File: src/rtl/log2_sweep_sequencer_pkg.sv
// Shared types and defaults for the log2 sweep sequencer and its watchdog.
package log2_pkg;

  localparam int WIDTH_DEF   = 8;
  localparam int TIMEOUT_DEF = 40;

  localparam logic [7:0] ERR_K = 8'hFF;

  typedef enum logic [2:0] {
    IDLE,
    CLEAR,
    RUN,
    HOLD,
    FINISH
  } state_t;

endpackage

File: src/rtl/log2_sweep_sequencer_watchdog.sv
// Loadable down-counter: clear reloads, enable counts toward zero, expired at zero.
module c6_watchdog #(
  parameter int CW   = 6,
  parameter int LOAD = 39
) (
  input  logic i_clock,
  input  logic i_reset,
  input  logic i_clear,
  input  logic i_enable,
  output logic o_expired
);

  logic [CW-1:0] r_cnt;

  always_ff @(posedge i_clock) begin
    if (i_reset) begin
      r_cnt <= CW'(LOAD);
    end else if (i_clear) begin
      r_cnt <= CW'(LOAD);
    end else if (i_enable && (r_cnt != '0)) begin
      r_cnt <= r_cnt - CW'(1);
    end
  end

  assign o_expired = (r_cnt == '0);

endmodule

File: src/rtl/log2_sweep_sequencer.sv
// Sweeps N over [first_n, last_n], runs the log2 engine once per N and hands
// each (N, k) result downstream over valid/ready, with a per-operand watchdog.
module log2_sweep_sequencer
  import log2_pkg::*;
#(
  parameter int WIDTH   = WIDTH_DEF,
  parameter int TIMEOUT = TIMEOUT_DEF
) (
  input  logic             i_clock,
  input  logic             i_reset,
  input  logic             i_go,
  input  logic             i_abort,
  input  logic [WIDTH-1:0] i_first_n,
  input  logic [WIDTH-1:0] i_last_n,
  output logic [WIDTH-1:0] o_dp_n_input,
  output logic             o_dp_start,
  output logic             o_dp_reset,
  input  logic [WIDTH-1:0] i_dp_result,
  input  logic             i_dp_done,
  output logic             o_out_valid,
  input  logic             i_out_ready,
  output logic [WIDTH-1:0] o_out_n,
  output logic [WIDTH-1:0] o_out_k,
  output logic             o_out_err,
  output logic             o_busy,
  output logic             o_sweep_done,
  output logic             o_cfg_err
);

  localparam int WD_W = $clog2(TIMEOUT + 1);

  state_t           r_state;
  state_t           w_next;
  logic [WIDTH:0]   r_n;
  logic [WIDTH-1:0] r_last;
  logic [WIDTH-1:0] r_out_n;
  logic [WIDTH-1:0] r_out_k;
  logic             r_out_err;
  logic             r_sweep_done;
  logic             r_cfg_err;

  logic w_go_ok;
  logic w_abort;
  logic w_xfer;
  logic w_at_last;
  logic w_expired;
  logic w_wd_clear;
  logic w_wd_run;
  logic w_dp_reset;
  logic w_dp_start;

  assign w_go_ok    = i_go && (i_first_n != '0) && (i_first_n <= i_last_n);
  assign w_abort    = i_abort && (r_state != IDLE);
  assign w_xfer     = (r_state == HOLD) && i_out_ready;
  // Equality on the widened counter, tested before incrementing, so last_n = max never wraps.
  assign w_at_last  = (r_n == {1'b0, r_last});
  assign w_wd_clear = (r_state == CLEAR);
  assign w_wd_run   = (r_state == RUN);

  c6_watchdog #(
    .CW   (WD_W),
    .LOAD (TIMEOUT - 1)
  ) u_watchdog (
    .i_clock   (i_clock),
    .i_reset   (i_reset),
    .i_clear   (w_wd_clear),
    .i_enable  (w_wd_run),
    .o_expired (w_expired)
  );

  always_comb begin
    w_next     = r_state;
    w_dp_reset = 1'b1;
    w_dp_start = 1'b0;
    case (r_state)
      IDLE: begin
        if (i_go) w_next = w_go_ok ? CLEAR : FINISH;
      end
      CLEAR: begin
        w_dp_start = 1'b1;
        w_next     = RUN;
      end
      RUN: begin
        w_dp_reset = 1'b0;
        w_dp_start = 1'b1;
        if (i_dp_done || w_expired) w_next = HOLD;
      end
      HOLD: begin
        if (w_xfer) w_next = w_at_last ? FINISH : CLEAR;
      end
      FINISH:  w_next = IDLE;
      default: w_next = IDLE;
    endcase
    if (w_abort) w_next = IDLE;
  end

  always_ff @(posedge i_clock) begin
    if (i_reset) begin
      r_state      <= IDLE;
      r_n          <= '0;
      r_last       <= '0;
      r_out_n      <= '0;
      r_out_k      <= '0;
      r_out_err    <= 1'b0;
      r_sweep_done <= 1'b0;
      r_cfg_err    <= 1'b0;
    end else begin
      r_state      <= w_next;
      r_sweep_done <= (r_state == FINISH) && !i_abort;
      r_cfg_err    <= (r_state == IDLE) && i_go && !w_go_ok;
      case (r_state)
        IDLE: begin
          if (w_go_ok) begin
            r_n    <= {1'b0, i_first_n};
            r_last <= i_last_n;
          end
        end
        RUN: begin
          // Result bus is only meaningful while done is high; done wins a tie with the watchdog.
          if (i_dp_done) begin
            r_out_k   <= i_dp_result;
            r_out_n   <= r_n[WIDTH-1:0];
            r_out_err <= 1'b0;
          end else if (w_expired) begin
            r_out_k   <= WIDTH'(ERR_K);
            r_out_n   <= r_n[WIDTH-1:0];
            r_out_err <= 1'b1;
          end
        end
        HOLD: begin
          if (w_xfer && !w_at_last) r_n <= r_n + 1'b1;
        end
        default: ;
      endcase
      if (w_abort) begin
        r_n    <= '0;
        r_last <= '0;
      end
    end
  end

  assign o_dp_n_input = r_n[WIDTH-1:0];
  assign o_dp_start   = w_dp_start;
  assign o_dp_reset   = w_dp_reset;
  assign o_out_valid  = (r_state == HOLD);
  assign o_out_n      = r_out_n;
  assign o_out_k      = r_out_k;
  assign o_out_err    = r_out_err;
  assign o_busy       = (r_state != IDLE);
  assign o_sweep_done = r_sweep_done;
  assign o_cfg_err    = r_cfg_err;

endmodule

File: config.mk
export PLATFORM = sky130hd
export DESIGN_NAME = log2_sweep_sequencer
export DESIGN_NICKNAME = d
export VERILOG_FILES = /design/src/rtl/log2_sweep_sequencer_pkg.sv /design/src/rtl/log2_sweep_sequencer_watchdog.sv /design/src/rtl/log2_sweep_sequencer.sv
export SDC_FILE = /design/constraint.sdc
export NUM_CORES = 1
export LEC_CHECK = 0
export BUFFER_PORTS_ARGS = -buffer_cell sky130_fd_sc_hd__buf_2
export CAP_MARGIN = 25
export CORE_ASPECT_RATIO = 0.5
export CORE_UTILIZATION = 45
export CTS_CLUSTER_DIAMETER = 120
export DETAILED_ROUTE_END_ITERATION = 10
export GPL_TIMING_DRIVEN = 1
export PLACE_DENSITY = 0.69
export SYNTH_ARGS = -nofsm -noshare
export SYNTH_HDL_FRONTEND = slang
export SYNTH_SLANG_ARGS = --single-unit
File: constraint.sdc
create_clock -name i_clock -period 4.7 [get_ports i_clock]
set_clock_uncertainty 0.2 [all_clocks]
set_input_delay 0.235 -clock i_clock [delete_from_list [all_inputs] [get_ports i_clock]]
set_output_delay 0.235 -clock i_clock [all_outputs]
set_load 0.03 [all_outputs]
== Word level (Yosys, flattened, before mapping) ==
Index checks and enable logic that the tools add are counted.
Operators by class
  add/subtract/negate cells: 2
  magnitude comparators: 1
  equal/unequal tests: 10
  mux-type cells: 17
  reduce and logical (&&, ||, !) cells: 27
Operators by type and width (number)
  8-bit 2-to-1 mux: 4
  9-bit 2-to-1 mux: 2
  9-bit case mux with 2 select lines: 1
  3-bit 2-to-1 mux: 5
  3-bit case mux with 4 select lines: 1
  9-bit by 1-bit adder with 9-bit output (second input constant): 1
  9-bit by 8-bit equality test with 1-bit output: 1
  1-bit logical AND: 9
  8-bit <= comparator: 1
  8-bit nonzero test: 1
  3-bit by 2-bit equality test with 1-bit output (second input constant): 2
  6-bit zero test: 1
  2-bit != test (second input constant): 3
  3-bit AND reduction: 2
  6-bit nonzero test: 1
  2-bit OR reduction: 3
  6-bit by 1-bit subtractor with 6-bit output (second input constant): 1
  1-bit 2-to-1 mux: 4
  2-bit by 1-bit != test with 1-bit output (second input constant): 2
  2-bit AND reduction: 2
  2-bit nonzero test: 2
  3-bit by 1-bit equality test with 1-bit output (second input constant): 1
  3-bit equality test (second input constant): 1
  1-bit zero test: 3
  3 further kinds: 3
Word-level totals
  register bits after elaboration: 45
  output and inout port bits: 31

== Logic depth before layout (Yosys ltp) ==
  depth in word-level cells: 6
  gate-level depth with buffers: 10

== Modules after synthesis ==
Synthesis repeated with hierarchy kept, for this count alone.
Second synthesis, totals
  cells, all modules: 286
  area, all modules: 2452.4 um^2
Modules (own cells, without submodules)
  log2_sweep_sequencer: times used 1, cells an instance 248, area each 2117.0 um^2
  c6_watchdog: times used 1, cells an instance 38, area each 335.3 um^2

== Least setup slack after synthesis ==
OpenSTA, ideal clock, no wires.
  path kind: input port to flip-flop
  from: input port i_last_n[1]
  to: register r_n[1]
  data arrival time: 1609 ps
  required time: 4367 ps
  setup slack: 2759 ps
  stages: 10
  path buffers: 2
  path through: inv_1 ha_1 nor2b_1 o211ai_1 a211o_1 and3_1 buf_6 buf_6 nor3_4 a211oi_2
On the way
  cells in the longest elaborated chain, start to end: 4
Ends and longest elaborated chain
  start, declared: line log2_sweep_sequencer.sv:14  | input logic [WIDTH-1:0] i_last_n,
  8-bit <= comparator: line log2_sweep_sequencer.sv:52  | assign w_go_ok = i_go && (i_first_n != '0) && (i_first_n <= i_last_n);
  1-bit logical AND: line log2_sweep_sequencer.sv:52
  2-bit != test (no source line)
  3-bit AND reduction (no source line)
  end signal, assigned: line log2_sweep_sequencer.sv:114  | r_n <= {1'b0, i_first_n};
  end signal, assigned: line log2_sweep_sequencer.sv:131  | if (w_xfer && !w_at_last) r_n <= r_n + 1'b1;
  end, declared: line log2_sweep_sequencer.sv:34  | logic [WIDTH:0] r_n;
Every way passes these cells.
A chain may end at the register's enable or synchronous reset.

== Worst setup path after layout ==
  from: input port i_last_n[1]
  to: register r_n[0]
Same word-level chain as after synthesis.

==> impl_metrics.py <==
metrics = {
    "grt": {
        "grt_max_degree": 25,
        "grt-ovfl-total": 0,
        "antenna_found_initial": 0,
        "grt_pass1_vias": 1985,
        "track_usage": 0.212,
        "grt_pass1_wl_um": 9420,
    },
    "critical_path": {
        "cp-start-kind": "input pin",
        "critical_path_class": "in -> reg",
        "crit_required_ps": 4680,
        "crit_path_start": "i_last_n[1]",
        "reg2reg_to": "r_n[0]",
        "cp.arrival_ps": 2760,
        "rr_worst_depth": 5,
        "cp_max_fo": 13,
        "max_stage_delay_ps": 510,
        "r2r_setup_slack_ps": 2260,
        "worst_setup_path_end_kind": "register",
        "cp_cell_sequence": "dlygate4sd3_1 -> buf_2 -> inv_1 -> ha_1 -> nor2b_1 -> o211ai_1 -> a211o_1 -> nand3_1 -> nand2_1 -> a32o_1",
        "r2r-start": "r_state[0]",
        "crit_slowest_cell": "dlygate4sd3_1",
    },
    "yosys": {
        "synth_area_leaders": "dfxtp_1 37%, nor2_1 7.1%, ha_1 5.7%",
        "synth_area_um2": 2420,
        "yosys.area.top_type": "dfxtp_1",
        "synth_ff_type": "dfxtp_1",
        "synth-edff-count": 0,
        "synthTopCellsByCount": "46 x nor2_1, 45 x dfxtp_1, 27 x nand2_1, 21 x a21oi_1, 15 x nor3_1",
        "yosys_warnings": 0,
        "synthArstFlopShare": 0,
        "synth_cell_types": 49,
        "synth_cells": 293,
        "syn_avg_cell_area_um2": 8.25,
        "ys_seq_area_frac": 0.373,
        "synth-seq-cells": 45,
        "syn-num-nets": 334,
        "synth_top_area_frac": 0.373,
        "synth_most_common_cell": "nor2_1",
    },
    "route": {
        "drc": 0,
        "vias": 2221,
        "first_pass_iters": 4,
        "routed_via_density": 5.33,
        "routed_wl_um": 5770,
        "wire_per_inst_um": 13.8,
        "detail-route-antenna-nets": 0,
        "first_iter_violations": 137,
    },
    "placement": {
        "post-dp-hpwl_um": 4340,
        "dpl.cell_count": 402,
        "portBuffers": 60,
        "gp_congestion": 0.878,
    },
    "timing": {
        "max_freq_mhz": 360,
        "hold_viol": 0,
        "setup_violations": 0,
        "worst_slew_pin_slew_ps": 698,
        "final.period_utilization": 0.591,
        "drv_slew": 0,
        "fin_crit_ps": 2780,
        "relSlewSlack": 0.533,
        "tns_ps": 0,
        "rsz0062_at_grt": "no",
    },
    "pwr": {
        "max-vdd-ir-drop_uv": 158,
        "power_leakage_nw": 1.31,
        "power_density_nw_per_um2": 308,
    },
    "status": {
        "status": "complete, no violations",
    },
    "worst_hold_path": {
        "hold_path_startpoint": "i_dp_result[5]",
        "hold_path.class": "in -> reg",
        "min_to": "o_out_k[5]",
        "hold_depth": 3,
    },
    "cells_and_area": {
        "insertedDiodeCount": 0,
        "multiInputGateArea_um2": 1330,
        "nNetsFinal": 387,
        "fin_cells": 417,
        "drive_gt1_frac": 0.216,
        "fillers": 480,
        "area_growth_pct": 17.0,
        "seq_area_um2": 901,
    },
    "clock_network": {
        "cts_max_level": 2,
        "clk_latency_ps": 290,
        "cts_setup_buffers": 0,
        "clk_path_buf_depth": 2,
        "numCtsBuffers": 5,
        "cts_root_buf": "clkbuf_8",
        "cts_resized": 0,
        "hold_buffers": 6,
        "cts_tree": "done",
        "path_clk_slew_ps": 90,
        "cts_num_sinks": 45,
    },
    "flow_run": {
        "cap_violations": 0,
    },
    "floorplan": {
        "fp.dieW_um": 106,
        "ios": 61,
        "row_count": 18,
        "initial_core_util": 0.479,
        "die_area_um2": 5680,
        "die_h_um": 53.8,
        "core-area_um2": 5040,
    },
}
-- per-stage QoR --
step,hold WS [ps],util,area (um^2),total power [W],setup WS [ps]
2_1_floorplan,131,-,2420,0.000587,2760
4_1_cts,1.98,0.558,2820,0.000873,1930
3_3_place_gp,256,0.529,2670,0.000627,2290
3_5_place_dp,258,0.529,2670,0.000631,2160
6_report,0.690,0.560,2830,0.000871,1920
5_1_grt,4.11,0.560,2830,0.000922,1770
-- flip-flops by register name, indices dropped and copies added, names as in the netlist --
| signal | cells |
|---|---|
| o_cfg_err | 1 |
| o_out_err | 1 |
| o_out_k | 8 |
| o_out_n | 8 |
| o_sweep_done | 1 |
| r_last | 8 |
| r_n | 9 |
| r_state | 3 |
| u_watchdog.r_cnt | 6 |
-- worst max-delay path, delay by kind of cell --
family | cells | cell delay [ps]
AND/OR/NAND/NOR | 3 | 860
AO/OA/AOI/OAI | 3 | 710
buffers and inverters | 3 | 660
adder cells (fa/ha/maj) | 1 | 280
-- kinds of logic after synthesis --
logic type | share of synthesized area
multiplexers | 0.0414
AND/OR/NAND/NOR | 0.259
buffers and inverters | 0.0772
flip-flops | 0.373
AO/OA/AOI/OAI | 0.149
adder cells (fa/ha/maj) | 0.0570
XOR/XNOR | 0.0435
-- cell type report --
cell class                      instances  share of cell area
Clock buffer                            5              0.0243
Inverter                               13              0.0173
Timing Repair Buffer                   67               0.131
Tap cell                               70              0.0310
Multi-Input combinational cell        214               0.470
Sequential cell                        45               0.319
Clock inverter                          3             0.00753
-- layout by cell type (no fill, tap or decap), types with 5 or more instances in the layout --
cell type	n
o21ai_0	5
nor4_1	6
nand2_1	27
inv_1	12
nand3_1	10
dfxtp_1	45
xor2_1	10
ha_1	11
clkbuf_8	5
a21oi_1	21
a32o_1	6
dlygate4sd3_1	7
mux2i_1	10
nor3_1	15
buf_2	60
and3_1	6
nor2_1	46
-- how the worst max path moves through the flow --
stage,depth (start not counted),slack [ps],endpoint
after global placement,8,2290,r_n[0]
final,10,1920,r_n[0]
after global routing,10,1770,r_n[0]
after CTS,10,1930,r_n[0]
after detailed placement,8,2160,r_n[0]
after floorplan,10,2760,r_n[1]
-- metal layers --
metal / up-vias / track usage / wire [um] / part of all wire
li1: 1125 / - / - / -
met1: 1010 / 0.283 / 2750 / 0.48
met2: 82 / 0.371 / 2620 / 0.45
met3: 4 / 0.0412 / 352 / 0.061
met4: 0 / 0.0347 / 40 / 0.0069
met5: - / 0 / 0 / 0
-- power by group --
part | leakage, nW | internal [W] | switching [W] | total, W
sequential | 0.365 | 0.000401 | 0.0000287 | 0.000430
combinational | 0.900 | 0.0000727 | 0.000125 | 0.000197
clock | 0.0445 | 0.000106 | 0.000138 | 0.000244
total | 1.31 | 0.000580 | 0.000292 | 0.000871
Power figures use the tool's default switching activity.
